## config.mk

```make
export PLATFORM = sky130hd
export DESIGN_NAME = usb_rx_bit_decoder
export DESIGN_NICKNAME = d
export VERILOG_FILES = /design/src/rtl/usb_rx_pkg.sv /design/src/rtl/usb_rx_bit_decoder_flex_counter.sv /design/src/rtl/usb_rx_bit_decoder.sv
export SDC_FILE = /design/constraint.sdc
export NUM_CORES = 1
export LEC_CHECK = 0
export BUFFER_PORTS_ARGS = -buffer_cell sky130_fd_sc_hd__buf_4
export CORE_MARGIN = 2
export CORE_UTILIZATION = 50
export DETAILED_ROUTE_END_ITERATION = 6
export PLACE_DENSITY = 0.83
export SLEW_MARGIN = 25
export SYNTH_ARGS = -nofsm -noshare
export SYNTH_HDL_FRONTEND = slang
export SYNTH_SLANG_ARGS = --single-unit
```

## constraint.sdc

```tcl
create_clock -name clk -period 1.4 [get_ports clk]
set_input_delay 0.14 -clock clk [delete_from_list [all_inputs] [get_ports clk]]
set_output_delay 0.14 -clock clk [all_outputs]
set_load 0.02 [all_outputs]
```

## src/rtl/usb_rx_pkg.sv

```systemverilog
// Shared types and constants for the USB 1.1 receive front end.
// Line-state decoding helper used by the bit decoder.
package usb_rx_pkg;

    localparam int USB_CLKS_PER_BIT = 8;
    localparam int USB_STUFF_LEN = 6;
    localparam logic J_DPLUS = 1'b1;

    typedef enum logic [1:0] {
        IDLE,
        RUN,
        STUFF
    } rx_bit_state_t;

    typedef enum logic [1:0] {
        LS_J,
        LS_K,
        LS_SE0
    } line_state_t;

    function automatic line_state_t line_state(
        input logic dp,
        input logic dm
    );
        if (!dp && !dm) begin
            return LS_SE0;
        end else if (dp == J_DPLUS) begin
            return LS_J;
        end else begin
            return LS_K;
        end
    endfunction

endpackage

```

## src/rtl/usb_rx_bit_decoder_flex_counter.sv

```systemverilog
// Wrapping counter used as the bit-phase counter.
// clear marks the current cycle as count 0, so the next value is 1.
module flex_counter #(
    parameter int NUM_CNT_BITS = 4
) (
    input  logic                    clk,
    input  logic                    rst,
    input  logic                    clear,
    input  logic                    count_enable,
    input  logic [NUM_CNT_BITS-1:0] rollover_val,
    output logic [NUM_CNT_BITS-1:0] count_out
);

    localparam logic [NUM_CNT_BITS-1:0] ONE =
        {{(NUM_CNT_BITS-1){1'b0}}, 1'b1};

    logic [NUM_CNT_BITS-1:0] count_next;

    // A disabled counter is parked at zero.
    always_comb begin
        count_next = '0;
        if (!count_enable) begin
            count_next = '0;
        end else if (clear) begin
            count_next = (rollover_val == '0) ? '0 : ONE;
        end else if (count_out == rollover_val) begin
            count_next = '0;
        end else begin
            count_next = count_out + ONE;
        end
    end

    always_ff @(posedge clk or posedge rst) begin
        if (rst) begin
            count_out <= '0;
        end else begin
            count_out <= count_next;
        end
    end

endmodule

```

## src/rtl/usb_rx_bit_decoder.sv

```systemverilog
// USB 1.1 receive bit decoder: clock recovery, NRZI decode,
// bit-unstuffing and SE0 detection in front of the shift register.
module usb_rx_bit_decoder
    import usb_rx_pkg::*;
#(
    parameter int CLKS_PER_BIT = USB_CLKS_PER_BIT,
    parameter int SAMPLE_POINT = 3,
    parameter int STUFF_LEN    = USB_STUFF_LEN
) (
    input  logic clk,
    input  logic rst,
    input  logic d_plus_sync,
    input  logic d_minus_sync,
    input  logic rcv_active,
    output logic d_orig,
    output logic shift_enable,
    output logic stuff_bit,
    output logic byte_received,
    output logic eop,
    output logic stuff_error
);

    localparam int PW = $clog2(CLKS_PER_BIT);
    localparam int OW = $clog2(STUFF_LEN + 1);
    localparam logic [PW-1:0] LAST_PH = PW'(CLKS_PER_BIT - 1);
    localparam logic [PW-1:0] SAMPLE_PH = PW'(SAMPLE_POINT);
    localparam logic [OW-1:0] STUFF_ONES = OW'(STUFF_LEN);
    localparam logic [OW-1:0] ONE_OW = OW'(1);

    rx_bit_state_t state;
    logic          prev_sample;
    logic          d_plus_q;
    logic [PW-1:0] phase;
    logic [OW-1:0] ones;
    logic [OW-1:0] ones_inc;
    logic [2:0]    bitcnt;
    logic          byte_pend;
    logic          resync;
    logic          cnt_en;
    logic          sample_now;
    logic          is_se0;
    logic          bit_val;

    assign resync     = d_plus_sync ^ d_plus_q;
    assign cnt_en     = rcv_active && ((state != IDLE) || resync);
    // Sampling uses the pre-reload phase, so a coincident edge
    // still gets its sample before the counter restarts.
    assign sample_now = (state != IDLE) && (phase == SAMPLE_PH);
    assign is_se0     = line_state(d_plus_sync, d_minus_sync) == LS_SE0;
    assign bit_val    = ~(d_plus_sync ^ prev_sample);
    assign ones_inc   = ones + ONE_OW;

    flex_counter #(
        .NUM_CNT_BITS(PW)
    ) u_phase (
        .clk         (clk),
        .rst         (rst),
        .clear       (resync),
        .count_enable(cnt_en),
        .rollover_val(LAST_PH),
        .count_out   (phase)
    );

    always_ff @(posedge clk or posedge rst) begin
        if (rst) begin
            state         <= IDLE;
            prev_sample   <= J_DPLUS;
            d_plus_q      <= J_DPLUS;
            ones          <= '0;
            bitcnt        <= '0;
            byte_pend     <= 1'b0;
            d_orig        <= 1'b0;
            shift_enable  <= 1'b0;
            stuff_bit     <= 1'b0;
            byte_received <= 1'b0;
            eop           <= 1'b0;
            stuff_error   <= 1'b0;
        end else begin
            d_plus_q      <= d_plus_sync;
            shift_enable  <= 1'b0;
            stuff_bit     <= 1'b0;
            stuff_error   <= 1'b0;
            byte_pend     <= 1'b0;
            byte_received <= byte_pend;
            if (!rcv_active) begin
                state         <= IDLE;
                prev_sample   <= J_DPLUS;
                ones          <= '0;
                bitcnt        <= '0;
                d_orig        <= 1'b0;
                eop           <= 1'b0;
                byte_received <= 1'b0;
            end else if (state == IDLE) begin
                if (resync) begin
                    state <= RUN;
                end
            end else if (sample_now) begin
                if (is_se0) begin
                    eop    <= 1'b1;
                    ones   <= '0;
                    bitcnt <= '0;
                    state  <= RUN;
                end else begin
                    eop          <= 1'b0;
                    d_orig       <= bit_val;
                    prev_sample  <= d_plus_sync;
                    shift_enable <= 1'b1;
                    if (state == STUFF) begin
                        stuff_bit   <= 1'b1;
                        stuff_error <= bit_val;
                        ones        <= '0;
                        state       <= RUN;
                    end else begin
                        ones   <= bit_val ? ones_inc : '0;
                        bitcnt <= bitcnt + 3'd1;
                        if (bit_val && ones_inc == STUFF_ONES) begin
                            state <= STUFF;
                        end
                        if (bitcnt == 3'd7) begin
                            byte_pend <= 1'b1;
                        end
                    end
                end
            end
        end
    end

endmodule
```

==> results.md <==
* Status: complete, but fails checks
* Failing checks: setup timing
* Synth Register Bits at 20
* Clk_skew at roughly 5.2 ps
* Tcrit/Tclk final at 101%
* Worst Path Arrival at 1610 ps
* Initial Util at approximately 52%
* Vias at 750
* Critical path fanouts, max at 5
* First DRT Iteration DRCs at 7
* Setup tns final at -15.6 ps
* Drt pass-1 iters at 4
* Dominant cell type by area after synthesis: dfrtp_1
* Launch point of the worst path: u_phase.count_out[0]$_DFF_PP0_
* R2R setup slack at -20 ps
* Max-cap violation count at 0
* Num CTS Buffers at 3
* Async set-reset flop share out of synthesis at 100%
* Hold crit path type: in2reg
* DR vias/cell at ~5.2
* Post-Syn Area at slightly above 1000 µm²
* WL/cell at roughly 13 µm
* Later-pin clock latency in the skew report at roughly 300 ps
* Comb pwr share at a little over a tenth
* Sw Ratio at a little over a fifth
* CTS tree: built
* Post-Route WL at around 1.8 mm
* Post-synth EDFFs at 0
* Post-synth top area share at 44.2%
* Post-DRT Antenna Nets at 0
* Worst r2r src: u_phase.count_out[0]$_DFF_PP0_
* Ys Warns at 0
* DIE AREA at roughly 2400 µm²
* Final estimated routing congestion in global placement at between 0.7 and 0.8
* Die H at slightly below 50 µm
* Core Region at approximately 2000 µm²
* Nets at 131
* CTS Root Cell: clkbuf_4
* H-tree depth at 1
* DRC violations left at 0
* Worst Setup EP: d_orig$_DFFE_PP0P_
* Layout cell share with drive strength beyond 1 at 32.2%
* Fin. max-slew vios at 0
* Share of total power in sequential cells at 50.2%
* Crit. End Element: flop
* VDD IR-drop max at 0.000856 V
* Synth area leaders: dfrtp_1 44%, ha_1 8.6%, dfstp_2 5.2%
* First-pass GRT wire length at 2.98 mm
* # setup viols final at 1
* Tmin final at about 1400 ps
* RSZ-0062 raised after global routing: yes
* Fmax at around 710 MHz
* Max-Slew Margin vs Limit at between 80% and 90%
* Power per Cell Area at a little over 900 nW/µm²
* Static Leak at between 0.0006 and 0.0007 µW
* Final instance area at between 1000 and 1500 µm²
* CP dominant cell by count: ha_4
* Worst-margin pin slew at about 280 ps
* IO Port Bufs at 10
* Total power at about 1200 µW
* Setup CP Type: reg2reg
* Final Worst Setup Slack at -15.6 ps
* Tot GR Track Use at between 10% and 20%
* Yosys cell types at 37
* CP top delay family: compound AO/OA/AOI/OAI gates
* Cells after DPL at roughly 140
* DP Wirelength at ~1.3 mm
* Area grow syn2layout at 27.1%
* Critical Path RT at between 1500 and 2000 ps
* Num ports at 11
* Vias in the first global route at ~690
* Commonest register cell after synthesis: dfrtp_1
* Largest stage delay, worst path at ~400 ps
* Non-filler cells in the finished layout at 145
* Mean area per synthesized cell at roughly 11 µm²
* Cell depth of the worst setup path at 6
* CP bufs+invs at 0
* Reg2reg end: d_orig$_DFFE_PP0P_
* Psw at 260 µW
* R2r worst-path depth at 6
* DIE WIDTH at 49.1 µm
* Startpoint Class: flop
* Mapped Cells at 96
* Clk network pwr share at ~39%
* Placed cell areas at about 1200 µm²
* Sequential fraction of the synthesis area at between 40 and 50%
* Largest net degree at the start of global routing at 21
* Internal at ~940 µW
* CTS max path bufs at 2
* Net count after synthesis at approximately 110
* Crit-path slowest cell: dfrtp_1
* Final Hold Viols at 0
* Reg clk slew, reported paths at 110 ps
* Initial antenna violation count at 0
* Ant diodes at 0
* Num rows at 16
* Critical Path, Cell by Cell: ha_4 > ha_4 > o21ai_2 > a211o_1 > o2bb2ai_2 > and2_1
* # clock sinks at 20
* GR Overflow Total at 0
==> power groups by stage <==
stage	logic [µW]	registers [µW]	clock network, µW
after floorplan	83.1	616	0
final	133	605	466
after global placement	117	615	0
after CTS	127	605	479
after detailed placement	122	615	0
after global routing	148	607	505
==> per-layer routing <==
metal	global-route usage, %	wire [µm]	vias to the layer above
li1	-	-	372
met1	18.8	790	360
met2	29.5	973	16
met3	2.76	50	2
met4	8.57	22	0
met5	0	0	-
==> cells in the mapped netlist, types with 2 or more instances <==
| master | n |
|---|---|
| dfrtp_1 | 18 |
| nor2_1 | 10 |
| ha_1 | 7 |
| inv_1 | 6 |
| nand2_1 | 6 |
| and2_1 | 3 |
| nand3_1 | 3 |
| o21ai_1 | 3 |
| a21o_1 | 2 |
| a21oi_1 | 2 |
| a22o_1 | 2 |
| and2_4 | 2 |
| buf_2 | 2 |
| dfstp_2 | 2 |
| nor3_1 | 2 |
| nor3b_1 | 2 |
| o21ai_0 | 2 |
| or2_1 | 2 |
| xor2_1 | 2 |
==> timing repair <==
item                                    CTS  global route
endpoints found under the setup margin    4             8
endpoints found under the hold margin    19             0
hold buffers                              2             0
gates resized for setup                   1             5
pin swaps                                 2             2
buffers inserted                          1             3
==> worst min-delay path by stage <==
stage               start                      end  slack (ps)  cells after the start
2_1_floorplan         rst    bitcnt[0]$_DFFE_PP0P_         100                      1
3_3_place_gp          rst  byte_received$_DFF_PP0_         180                      3
3_5_place_dp          rst  byte_received$_DFF_PP0_         190                      3
4_1_cts        rcv_active  prev_sample$_DFFE_PP1P_         100                      2
5_1_grt        rcv_active  prev_sample$_DFFE_PP1P_         110                      2
6_report       rcv_active  prev_sample$_DFFE_PP1P_         110                      2
==> final cells by class <==
cell class	count	area [µm²]
tap	27	33.8
timing repair buffer	21	163
fill	160	647
multi-input combinational	67	520
clock buffer	3	22.5
inverter	6	22.5
sequential	20	503
clock inverter	1	30.0
==> cell usage in the layout, fill, tap and decap left out, types with 2 or more instances in the layout <==
master         instances
a21o_1                 2
a21oi_1                2
a22o_1                 2
and2_1                 3
and2_4                 2
buf_4                 19
clkbuf_4               3
dfrtp_1               18
dfstp_2                2
dlygate4sd3_1          2
ha_1                   5
ha_4                   2
inv_1                  6
nand2_1                6
nand3_1                3
nor2_1                10
nor3_1                 2
nor3b_1                2
o21ai_0                2
o21ai_1                2
o21ai_2                2
==> kinds of logic after synthesis <==
family | count (synthesis) | synth area share (%)
and+or+nand+nor | 34 | 17.7
DFF | 20 | 49.4
adders and majority gates | 7 | 8.60
buffers and inverters | 9 | 4.30
muxes | 2 | 2.09
AOI/OAI and AO/OA | 21 | 15.4
xor gates and xnor gates | 3 | 2.58
==> flip-flops by register name, summed over array words and instances, names as in the netlist <==
register,count
state,2
byte_received,1
d_orig,1
u_phase.count_out,3
d_plus_q,1
ones,3
byte_pend,1
stuff_bit,1
stuff_error,1
prev_sample,1
shift_enable,1
eop,1
bitcnt,3
==> worst reg2reg max path, stage by stage, from the launching register on <==
cell	delay, ps
dfrtp_1	400
ha_4	160
ha_4	150
o21ai_2	70
a211o_1	260
o2bb2ai_2	130
and2_1	150
==> per-stage QoR <==
stage               util [%]  setup WS, ps  hold slack [ps]
finish                  66.7         -15.6              109
global placement        59.7          24.3              177
detailed placement      59.7         -24.2              185
floorplan                  -          29.2              102
global route            66.7         -89.4              111
CTS                     64.3          8.42             98.0
(Power assumes the default switching activity.)
